[src/rtl/mc_pkg.sv]
// mc_pkg: states, opcodes and control encodings for the multicycle controller; MC_CTRL_ZEXT_EN enables andi/ori
package mc_pkg;
    typedef enum logic [3:0] {
        S_FETCH  = 4'd0,
        S_DECODE = 4'd1,
        S_MEMADR = 4'd2,
        S_MEMRD  = 4'd3,
        S_MEMWB  = 4'd4,
        S_MEMWR  = 4'd5,
        S_RTEX   = 4'd6,
        S_RTWB   = 4'd7,
        S_BEQ    = 4'd8,
        S_IEX    = 4'd9,
        S_IWB    = 4'd10,
        S_JUMP   = 4'd11,
        S_TRAP   = 4'd12
    } state_t;
    localparam logic [5:0] OP_RTYPE = 6'b000000;
    localparam logic [5:0] OP_LW    = 6'b100011;
    localparam logic [5:0] OP_SW    = 6'b101011;
    localparam logic [5:0] OP_BEQ   = 6'b000100;
    localparam logic [5:0] OP_ADDI  = 6'b001000;
    localparam logic [5:0] OP_J     = 6'b000010;
    localparam logic [5:0] OP_ANDI  = 6'b001100;
    localparam logic [5:0] OP_ORI   = 6'b001101;
    localparam logic [1:0] ALU_ADD   = 2'b00;
    localparam logic [1:0] ALU_SUB   = 2'b01;
    localparam logic [1:0] ALU_FUNCT = 2'b10;
    localparam logic [1:0] ALU_LOGIC = 2'b11;
    localparam logic [1:0] SRCB_REG     = 2'b00;
    localparam logic [1:0] SRCB_FOUR    = 2'b01;
    localparam logic [1:0] SRCB_IMM     = 2'b10;
    localparam logic [1:0] SRCB_IMM_SL2 = 2'b11;
    localparam logic [1:0] PC_ALU    = 2'b00;
    localparam logic [1:0] PC_ALUOUT = 2'b01;
    localparam logic [1:0] PC_JUMP   = 2'b10;
`ifdef MC_CTRL_ZEXT_EN
    localparam bit ZEXT_EN = 1'b1;
`else
    localparam bit ZEXT_EN = 1'b0;
`endif
    typedef struct packed {
        logic       mem_read;
        logic       mem_write;
        logic       iord;
        logic       ir_write;
        logic       pc_write;
        logic       pc_write_cond;
        logic [1:0] pc_src;
        logic       alu_src_a;
        logic [1:0] alu_src_b;
        logic [1:0] alu_op;
        logic       ext_zero;
        logic       reg_dst;
        logic       mem_to_reg;
        logic       reg_write;
    } ctrl_t;
    // Only true when the zero-extending logical immediates are built in.
    function automatic logic is_logic_imm(input logic [5:0] op);
        return ZEXT_EN && (op == OP_ANDI || op == OP_ORI);
    endfunction
endpackage

[src/rtl/mc_out_decode.sv]
// mc_out_decode: combinational map from state, opcode and mem_ready to datapath controls
module mc_out_decode
    import mc_pkg::*;
#(
    parameter int OPW = 6
) (
    input  state_t         i_state,
    input  logic [OPW-1:0] i_opcode,
    input  logic           i_mem_ready,
    output ctrl_t          o_ctrl
);
    logic w_logic;
    assign w_logic = is_logic_imm(i_opcode);
    always_comb begin
        o_ctrl = '0;
        case (i_state)
            S_FETCH: begin
                o_ctrl.mem_read  = 1'b1;
                o_ctrl.alu_src_b = SRCB_FOUR;
                o_ctrl.ir_write  = i_mem_ready;
                o_ctrl.pc_write  = i_mem_ready;
            end
            S_DECODE: o_ctrl.alu_src_b = SRCB_IMM_SL2;
            S_MEMADR: begin
                o_ctrl.alu_src_a = 1'b1;
                o_ctrl.alu_src_b = SRCB_IMM;
            end
            S_MEMRD: begin
                o_ctrl.mem_read = 1'b1;
                o_ctrl.iord     = 1'b1;
            end
            S_MEMWB: begin
                o_ctrl.reg_write  = 1'b1;
                o_ctrl.mem_to_reg = 1'b1;
            end
            S_MEMWR: begin
                o_ctrl.mem_write = 1'b1;
                o_ctrl.iord      = 1'b1;
            end
            S_RTEX: begin
                o_ctrl.alu_src_a = 1'b1;
                o_ctrl.alu_op    = ALU_FUNCT;
            end
            S_RTWB: begin
                o_ctrl.reg_write = 1'b1;
                o_ctrl.reg_dst   = 1'b1;
            end
            S_BEQ: begin
                o_ctrl.alu_src_a     = 1'b1;
                o_ctrl.alu_op        = ALU_SUB;
                o_ctrl.pc_write_cond = 1'b1;
                o_ctrl.pc_src        = PC_ALUOUT;
            end
            S_IEX: begin
                o_ctrl.alu_src_a = 1'b1;
                o_ctrl.alu_src_b = SRCB_IMM;
                o_ctrl.alu_op    = w_logic ? ALU_LOGIC : ALU_ADD;
                o_ctrl.ext_zero  = w_logic;
            end
            // IR still holds the opcode, so the ALU setup of IEX carries over.
            S_IWB: begin
                o_ctrl.reg_write = 1'b1;
                o_ctrl.alu_op    = w_logic ? ALU_LOGIC : ALU_ADD;
                o_ctrl.ext_zero  = w_logic;
            end
            S_JUMP: begin
                o_ctrl.pc_write = 1'b1;
                o_ctrl.pc_src   = PC_JUMP;
            end
            default: ;
        endcase
    end
endmodule

[src/rtl/mc_ctrl_fsm.sv]
// mc_ctrl_fsm: multicycle MIPS-subset controller; define MC_CTRL_ZEXT_EN to make andi/ori legal
module mc_ctrl_fsm #(
    parameter int OPW = 6,
    parameter int STW = 4
) (
    input  logic           clk,
    input  logic           rst,
    input  logic [OPW-1:0] opcode,
    input  logic           zero,
    input  logic           mem_ready,
    output logic           mem_read,
    output logic           mem_write,
    output logic           iord,
    output logic           ir_write,
    output logic           pc_write,
    output logic           pc_write_cond,
    output logic [1:0]     pc_src,
    output logic           alu_src_a,
    output logic [1:0]     alu_src_b,
    output logic [1:0]     alu_op,
    output logic           ext_zero,
    output logic           reg_dst,
    output logic           mem_to_reg,
    output logic           reg_write,
    output logic           illegal,
    output logic [STW-1:0] state_o
);
    import mc_pkg::*;
    state_t r_state, w_next;
    logic   r_illegal;
    ctrl_t  w_ctrl, w_out;
    logic   w_unused_zero;
    // The branch decision happens in the datapath via pc_write_cond.
    assign w_unused_zero = zero;
    mc_out_decode #(.OPW(OPW)) u_dec (
        .i_state    (r_state),
        .i_opcode   (opcode),
        .i_mem_ready(mem_ready),
        .o_ctrl     (w_ctrl)
    );
    always_comb begin
        w_next = S_FETCH;
        case (r_state)
            S_FETCH:  w_next = mem_ready ? S_DECODE : S_FETCH;
            S_DECODE: begin
                case (opcode)
                    OP_LW, OP_SW:     w_next = S_MEMADR;
                    OP_RTYPE:         w_next = S_RTEX;
                    OP_BEQ:           w_next = S_BEQ;
                    OP_ADDI:          w_next = S_IEX;
                    OP_J:             w_next = S_JUMP;
                    OP_ANDI, OP_ORI:  w_next = ZEXT_EN ? S_IEX : S_TRAP;
                    default:          w_next = S_TRAP;
                endcase
            end
            S_MEMADR: w_next = (opcode == OP_SW) ? S_MEMWR : S_MEMRD;
            S_MEMRD:  w_next = mem_ready ? S_MEMWB : S_MEMRD;
            S_MEMWR:  w_next = mem_ready ? S_FETCH : S_MEMWR;
            S_RTEX:   w_next = S_RTWB;
            S_IEX:    w_next = S_IWB;
            S_TRAP:   w_next = S_TRAP;
            default:  w_next = S_FETCH;
        endcase
    end
    always_ff @(posedge clk) begin
        r_state   <= rst ? S_FETCH : w_next;
        r_illegal <= rst ? 1'b0 : (r_illegal | (w_next == S_TRAP));
    end
    assign w_out         = rst ? '0 : w_ctrl;
    assign mem_read      = w_out.mem_read;
    assign mem_write     = w_out.mem_write;
    assign iord          = w_out.iord;
    assign ir_write      = w_out.ir_write;
    assign pc_write      = w_out.pc_write;
    assign pc_write_cond = w_out.pc_write_cond;
    assign pc_src        = w_out.pc_src;
    assign alu_src_a     = w_out.alu_src_a;
    assign alu_src_b     = w_out.alu_src_b;
    assign alu_op        = w_out.alu_op;
    assign ext_zero      = w_out.ext_zero;
    assign reg_dst       = w_out.reg_dst;
    assign mem_to_reg    = w_out.mem_to_reg;
    assign reg_write     = w_out.reg_write;
    assign illegal       = r_illegal & ~rst;
    assign state_o       = rst ? STW'(S_FETCH) : STW'(r_state);
endmodule

[config.mk]
export PLATFORM = sky130hd
export DESIGN_NAME = mc_ctrl_fsm
export DESIGN_NICKNAME = d
export VERILOG_FILES = /design/src/rtl/mc_pkg.sv /design/src/rtl/mc_out_decode.sv /design/src/rtl/mc_ctrl_fsm.sv
export SDC_FILE = /design/constraint.sdc
export NUM_CORES = 1
export LEC_CHECK = 0
export CELL_PAD_IN_SITES_DETAIL_PLACEMENT = 1
export CELL_PAD_IN_SITES_GLOBAL_PLACEMENT = 1
export CORE_ASPECT_RATIO = 0.75
export CORE_UTILIZATION = 28
export CTS_BUF_LIST = sky130_fd_sc_hd__clkbuf_16
export CTS_CLUSTER_SIZE = 28
export DETAILED_ROUTE_END_ITERATION = 10
export GPL_TIMING_DRIVEN = 0
export HOLD_SLACK_MARGIN = 0.12
export PLACE_DENSITY = 0.8
export SLEW_MARGIN = 20
export SYNTH_ARGS = -nofsm -noshare
export SYNTH_HDL_FRONTEND = slang
export SYNTH_SLANG_ARGS = --single-unit
[constraint.sdc]
create_clock -name clk -period 2.1 [get_ports clk]
set_input_delay 0.63 -clock clk [delete_from_list [all_inputs] [get_ports clk]]
set_output_delay 0.63 -clock clk [all_outputs]
set_load 0.01 [all_outputs]
==> impl_metrics.env, run 1 <==
export IMPL_cp_max_fo=6
export IMPL_max_cap_violations=0
export IMPL_gp_congestion=0.8508
export IMPL_drtPass1Iterations=4
export IMPL_hold_path_class="flop to flop"
export IMPL_netlist_instances=93
export IMPL_slowest_stage="dfxtp_4"
export IMPL_layout_drive_gt1_share_pct=43.28
export IMPL_ys_warn_count=0
export IMPL_clkTransAtPathRegs_ns=0.03
export IMPL_synth_main_ff_cell="dfxtp_1"
export IMPL_critPathLaunchType="flop"
export IMPL_place_ws_ns=-0.8909
export IMPL_status="finished, violations left"
export IMPL_p_switching_w=0.0001962
export IMPL_failed_checks="setup timing"
export IMPL_power_per_cell_area_nw_per_um2=540.9
export IMPL_postLayoutCoreUtil_pct=52.63
export IMPL_wirelength_mm=2.694
export IMPL_grt_max_degree=11
export IMPL_synth_area_um2=690.7
export IMPL_portBuffers=29
export IMPL_async_flop_share_pct=0
export IMPL_cts_buffer_depth=2
export IMPL_period_share_pct=100.7
export IMPL_syn_to_final_growth_pct=75.91
export IMPL_clkPwrFrac_pct=46.9
export IMPL_p_leak_nw=0.5793
export IMPL_slew_violations=0
export IMPL_setup_violations=1
export IMPL_yosysSeqAreaShare_pct=14.49
export IMPL_cp_end_kind="output port"
export IMPL_numCtsBuffers=3
export IMPL_vias=855
export IMPL_antenna_found_initial=0
export IMPL_initial_core_util_pct=29.92
export IMPL_clockRootBuffer="clkbuf_16"
export IMPL_switching_share_pct=29.85
export IMPL_ios=32
export IMPL_worst_setup_path_type="flop to output port"
export IMPL_ant_nets=0
export IMPL_drc=0
export IMPL_cts_tree="done"
export IMPL_stdcell_area_um2=1215
export IMPL_h_tree_depth=1
export IMPL_irDropWorstVdd_mv=0.7470
export IMPL_yosysUniqueCellTypes=41
export IMPL_rsz0062_at_grt="true"
export IMPL_cp_arrival_ns=1.48
export IMPL_synth_nets=103
export IMPL_fin_crit_ns=2.114
export IMPL_diodes=0
export IMPL_hpwl_mm=1.837
export IMPL_seqPwrFrac_pct=17.4
export IMPL_final_common_cell="nor2_1"
export IMPL_core_um2=2308
export IMPL_worst_skew_pair_late_latency_ns=0.23
export IMPL_final_cell_mix="14 x nor2_1, 9 x buf_4, 8 x buf_2, 8 x dlygate4sd2_1, 7 x nor2b_1"
export IMPL_r2r_start="r_state[1]"
export IMPL_grt_pass1_wl_mm=4.029
export IMPL_cts_sinks=5
export IMPL_dieArea_um2=2671
export IMPL_row_count=15
export IMPL_grt_ovfl_total=0
export IMPL_synth_top_area_share_pct=14.49
export IMPL_hold_violations=0
export IMPL_synth_top_area_cell="dfxtp_1"
export IMPL_nets=145
export IMPL_ys_ff_latch=5
export IMPL_synth_edf_count=0
export IMPL_viasPerCell=5.089
export IMPL_startpoint="r_state[2]"
export IMPL_p_int_w=0.0004610
export IMPL_drt_iter0_drc=16
export IMPL_tns_ns=-0.01426
export IMPL_track_usage_pct=20.59
export IMPL_synthTopCellsByArea="dfxtp_1 14%, nor2_1 8.7%, nor2b_1 6.3%, nand2b_1 5.4%, buf_6 4.9%"
export IMPL_die_w_um=59.35
export IMPL_fin_ws_ns=-0.01426
export IMPL_slowest_delay_ns=0.33
export IMPL_skew_ns=0.001480
export IMPL_min_delay_start="r_illegal"
export IMPL_die_y_um=45.01
export IMPL_cts_hold_buf=0
export IMPL_combPwrFrac_pct=35.7
export IMPL_syn_area_per_cell_um2=7.426
export IMPL_wl_per_cell_um=16.04
export IMPL_max_freq_mhz=473.0
export IMPL_place_area_um2=1023
export IMPL_grt_pass1_vias=822
export IMPL_crit_chain="buf_6, nand2b_4, mux2_4, o22a_1, nor2_1, buf_2"
export IMPL_required_ns=1.47
[power groups by stage]
stage,logic (W),clock network [W],registers (W)
detailed placement,0.000207,0,0.000114
global route,0.000253,0.000319,0.000115
floorplan,0.000122,0,0.000111
CTS,0.000217,0.000314,0.000115
finish,0.000234,0.000308,0.000115
global placement,0.000203,0,0.000114
[worst max-delay path: cells and delay by family (launching register included)]
kind / cells / cell delay (ns)
and+or+nand+nor: 2 / 0.24
DFF: 1 / 0.33
muxes: 1 / 0.26
AOI/OAI and AO/OA: 1 / 0.17
buffers and inverters: 2 / 0.25
[path summary, 6_finish.rpt]
check	depth (start not counted)	slack (ns)	endpoint
worst max-delay path	6	-0.01	reg_write
worst min-delay path	2	0.49	r_illegal
worst max register to register	6	0.53	r_state[0]
worst min register to register	2	0.49	r_illegal
[synthesized netlist by cell type (2+ instances only)]
library cell   n
and2_1         2
o21ai_0        2
inv_1          2
mux2i_1        2
nor3_1         5
o21bai_1       2
and2b_2        2
nor2_1        16
nand3_1        3
o22a_1         2
xor2_1         2
buf_4          2
nand2_1        2
nor4_1         5
nor2b_1        7
nand2b_1       6
buf_6          3
dfxtp_1        5
[flip-flops by register name, summed over array words and instances, names as in the netlist]
name and count:
r_illegal 1, r_state 4
[cell families after synthesis]
kind of cell | share of synthesized area, %
buffers and inverters | 10.69
AOI/OAI and AO/OA | 21.56
xor gates and xnor gates | 3.805
other | 0.5430
muxes | 4.529
and+or+nand+nor | 44.39
DFF | 14.49
[metal layers]
metal / part of all wire [%] / vias to the layer above / GRT usage, %
li1: - / 415 / -
met1: 49 / 420 / 29.44
met2: 47 / 14 / 32.13
met3: 2.6 / 6 / 1.719
met4: 1.7 / 0 / 8.095
met5: 0 / - / 0
[per-stage QoR]
step	instances	power [W]	hold WS, ns
after floorplan	93	0.0002332	0.4306
after global placement	156	0.0003164	0.4498
after detailed placement	156	0.0003211	0.4567
after CTS	164	0.0006466	0.4794
after global routing	168	0.0006866	0.5010
final	168	0.0006572	0.4855
[area by class of cell]
| type | count | area, um2 |
|---|---|---|
| buffer | 7 | 80.08 |
| clock buffer | 3 | 75.07 |
| clock inverter | 1 | 3.754 |
| fill | 284 | 1094 |
| inverter | 2 | 7.507 |
| multi-input combinational | 79 | 605.6 |
| sequential | 5 | 107.6 |
| tap | 34 | 42.54 |
| timing repair buffer | 37 | 292.8 |
[repair_timing]
action,4_1_cts,5_1_grt
setup buffers,4,4
pin swaps,2,4
setup endpoints to repair,22,14
resized for setup,81,18
(Power assumes the default switching activity.)
==> inputs of run 2 (changes only) <==
CTS_CLUSTER_DIAMETER = 120   (was not set)
==> results of run 2 <==
Final layout, timing and power as in run 1 (identical DEF).
==> inputs of run 3 (changes only) <==
PLACE_DENSITY = not set   (was 0.8)
PLACE_DENSITY_LB_ADDON = 0.1   (was not set)
==> run 3 against run 2 <==
  * The run still ends with setup timing left
  * Hold slack got worse by 0.014 ns
  * Cell count is 0.60% lower
  * First-iteration DRC count is 50% higher
  * Critical path depth unchanged
  * Maximum frequency fell by 0.16%
  * Largest cell class unchanged
==> impl_metrics.env, run 3 (synthesis gave the netlist of run 1 again) <==
export IMPL_worst_setup_path_type="flop to output port"
export IMPL_h_tree_depth=1
export IMPL_numCtsBuffers=3
export IMPL_reg2reg_depth=6
export IMPL_die_w_um=59.35
export IMPL_grt_max_degree=11
export IMPL_failed_checks="setup timing"
export IMPL_finalNonFillerCells=167
export IMPL_p_switching_w=0.0001994
export IMPL_ant_nets=0
export IMPL_drc=0
export IMPL_clkTransAtPathRegs_ns=0.03
export IMPL_fin_crit_ns=2.118
export IMPL_grt_pass1_wl_mm=4.084
export IMPL_cp_max_fo=5
export IMPL_setup_violations=1
export IMPL_place_ws_ns=-0.8600
export IMPL_hold_path_class="flop to flop"
export IMPL_ios=32
export IMPL_min_delay_start="r_illegal"
export IMPL_drtPass1Iterations=4
export IMPL_cts_buffer_depth=2
export IMPL_gp_congestion=0.7794
export IMPL_p_leak_nw=0.5701
export IMPL_cts_hold_buf=0
export IMPL_power_per_cell_area_nw_per_um2=548.1
export IMPL_max_cap_violations=0
export IMPL_initial_core_util_pct=29.92
export IMPL_placed_cells=156
export IMPL_seqPwrFrac_pct=17.4
export IMPL_switching_share_pct=30.07
export IMPL_nets=144
export IMPL_fillers=291
export IMPL_combPwrFrac_pct=36.3
export IMPL_layout_drive_gt1_share_pct=39.10
export IMPL_period_share_pct=100.8
export IMPL_final_cell_mix="14 x nor2_1, 10 x dlygate4sd2_1, 9 x buf_4, 7 x nor2b_1"
export IMPL_p_int_w=0.0004637
export IMPL_hpwl_mm=1.799
export IMPL_regToRegSetupSlack_ns=0.52
export IMPL_die_y_um=45.01
export IMPL_cp_arrival_ns=1.49
export IMPL_clkPwrFrac_pct=46.3
export IMPL_largest_register_ffs=4
export IMPL_diodes=0
export IMPL_grt_pass1_vias=813
export IMPL_irDropWorstVdd_mv=0.4844
export IMPL_hold_depth=2
export IMPL_row_count=15
export IMPL_grt_ovfl_total=0
export IMPL_vias=872
export IMPL_track_usage_pct=21.61
export IMPL_cts_sinks=5
export IMPL_wl_per_cell_um=16.89
export IMPL_reg_top3="r_state (4), r_illegal (1)"
export IMPL_status="finished, violations left"
export IMPL_antenna_found_initial=0
export IMPL_wirelength_mm=2.821
export IMPL_critPathLaunchType="flop"
export IMPL_slew_violations=0
export IMPL_core_um2=2308
export IMPL_drt_iter0_drc=24
export IMPL_clockRootBuffer="clkbuf_16"
export IMPL_top_register="r_state"
export IMPL_portBuffers=29
export IMPL_required_ns=1.47
export IMPL_r2r_start="r_state[1]"
export IMPL_rsz0062_at_grt="true"
export IMPL_hold_violations=0
export IMPL_syn_to_final_growth_pct=75.18
export IMPL_viasPerCell=5.222
export IMPL_fin_ws_ns=-0.01765
export IMPL_cp_end_kind="output port"
export IMPL_worst_hold_path_endpoint="r_illegal"
export IMPL_skew_ns=0.0007560
export IMPL_worst_skew_pair_late_latency_ns=0.23
export IMPL_final_common_cell="nor2_1"
export IMPL_max_freq_mhz=472.2
export IMPL_r2r_end="r_illegal"
export IMPL_cts_tree="done"
export IMPL_dieArea_um2=2671
## run 3: cell count changes in the layout (fill, tap and decap cells not counted), sizes merged
cell	change
buf	-3
dlymetal6s2s	-1
clkdlybuf4s50	+1
dlygate4sd2	+2
## run 3: power by group through the flow
stage | logic, W | registers (W) | clock network (W)
6_report | 0.000241 | 0.000115 | 0.000307
5_1_grt | 0.000259 | 0.000116 | 0.000322
3_5_place_dp | 0.000208 | 0.000114 | 0
3_3_place_gp | 0.000205 | 0.000114 | 0
2_1_floorplan | 0.000122 | 0.000111 | 0
4_1_cts | 0.000217 | 0.000114 | 0.000314
## run 3: worst max-delay path, cell delays in order (launching register included)
cell	delay, ns
dfxtp_4	0.33
buf_6	0.13
nand2b_4	0.16
mux2_4	0.26
o22a_1	0.16
nor2_1	0.08
buf_2	0.13
## run 3: layout make-up
class                   count  area, um2  share of cell area, %
plain buffers               7      73.82                  6.101
clock buffers               3      75.07                  6.205
clock inverters             1      3.754                 0.3102
inverters                   2      7.507                 0.6205
multi-input cells          79      609.3                  50.36
flip-flops and latches      5      108.9                  8.997
well taps                  34      42.54                  3.516
repair buffers             36      289.0                  23.89
## run 3: timing repair
| action | 4_1_cts | 5_1_grt |
|---|---|---|
| setup buffers | 6 | 1 |
| gates resized for setup | 65 | 26 |
| endpoints found under the setup margin | 22 | 15 |
| pin swaps | 1 | 2 |
## run 3: through the flow
| step | instance area [um2] | setup TNS (ns) | power [W] | hold slack, ns | util, % |
|---|---|---|---|---|---|
| floorplan | 690.7 | 0 | 0.0002332 | 0.4306 | - |
| global placement | 1023 | -15.80 | 0.0003192 | 0.4506 | 44.34 |
| detailed placement | 1023 | -15.95 | 0.0003223 | 0.4570 | 44.34 |
| CTS | 1170 | -0.007578 | 0.0006446 | 0.4812 | 50.68 |
| global route | 1210 | -0.1058 | 0.0006966 | 0.5059 | 52.41 |
| finish | 1210 | -0.01765 | 0.0006631 | 0.4716 | 52.41 |
## run 3: worst max-delay path by stage
stage,start,end,slack (ns),cells past startpoint
after detailed placement,rst,pc_write_cond,-0.86,4
final,r_state[2],reg_write,-0.02,6
after global placement,rst,alu_op[0],-0.84,4
after CTS,r_state[2],reg_write,-0.008,6
after floorplan,r_state[2],reg_write,0.19,5
after global routing,r_state[2],reg_write,-0.06,6
## run 3: routing by layer
metal  part of all wire [%]  vias up  GRT usage [%]
met4                    3.3        0          14.29
met1                     45      416          28.99
li1                       -      413              -
met2                     47       32          32.58
met3                    5.2       11          2.865
met5                      0        -              0
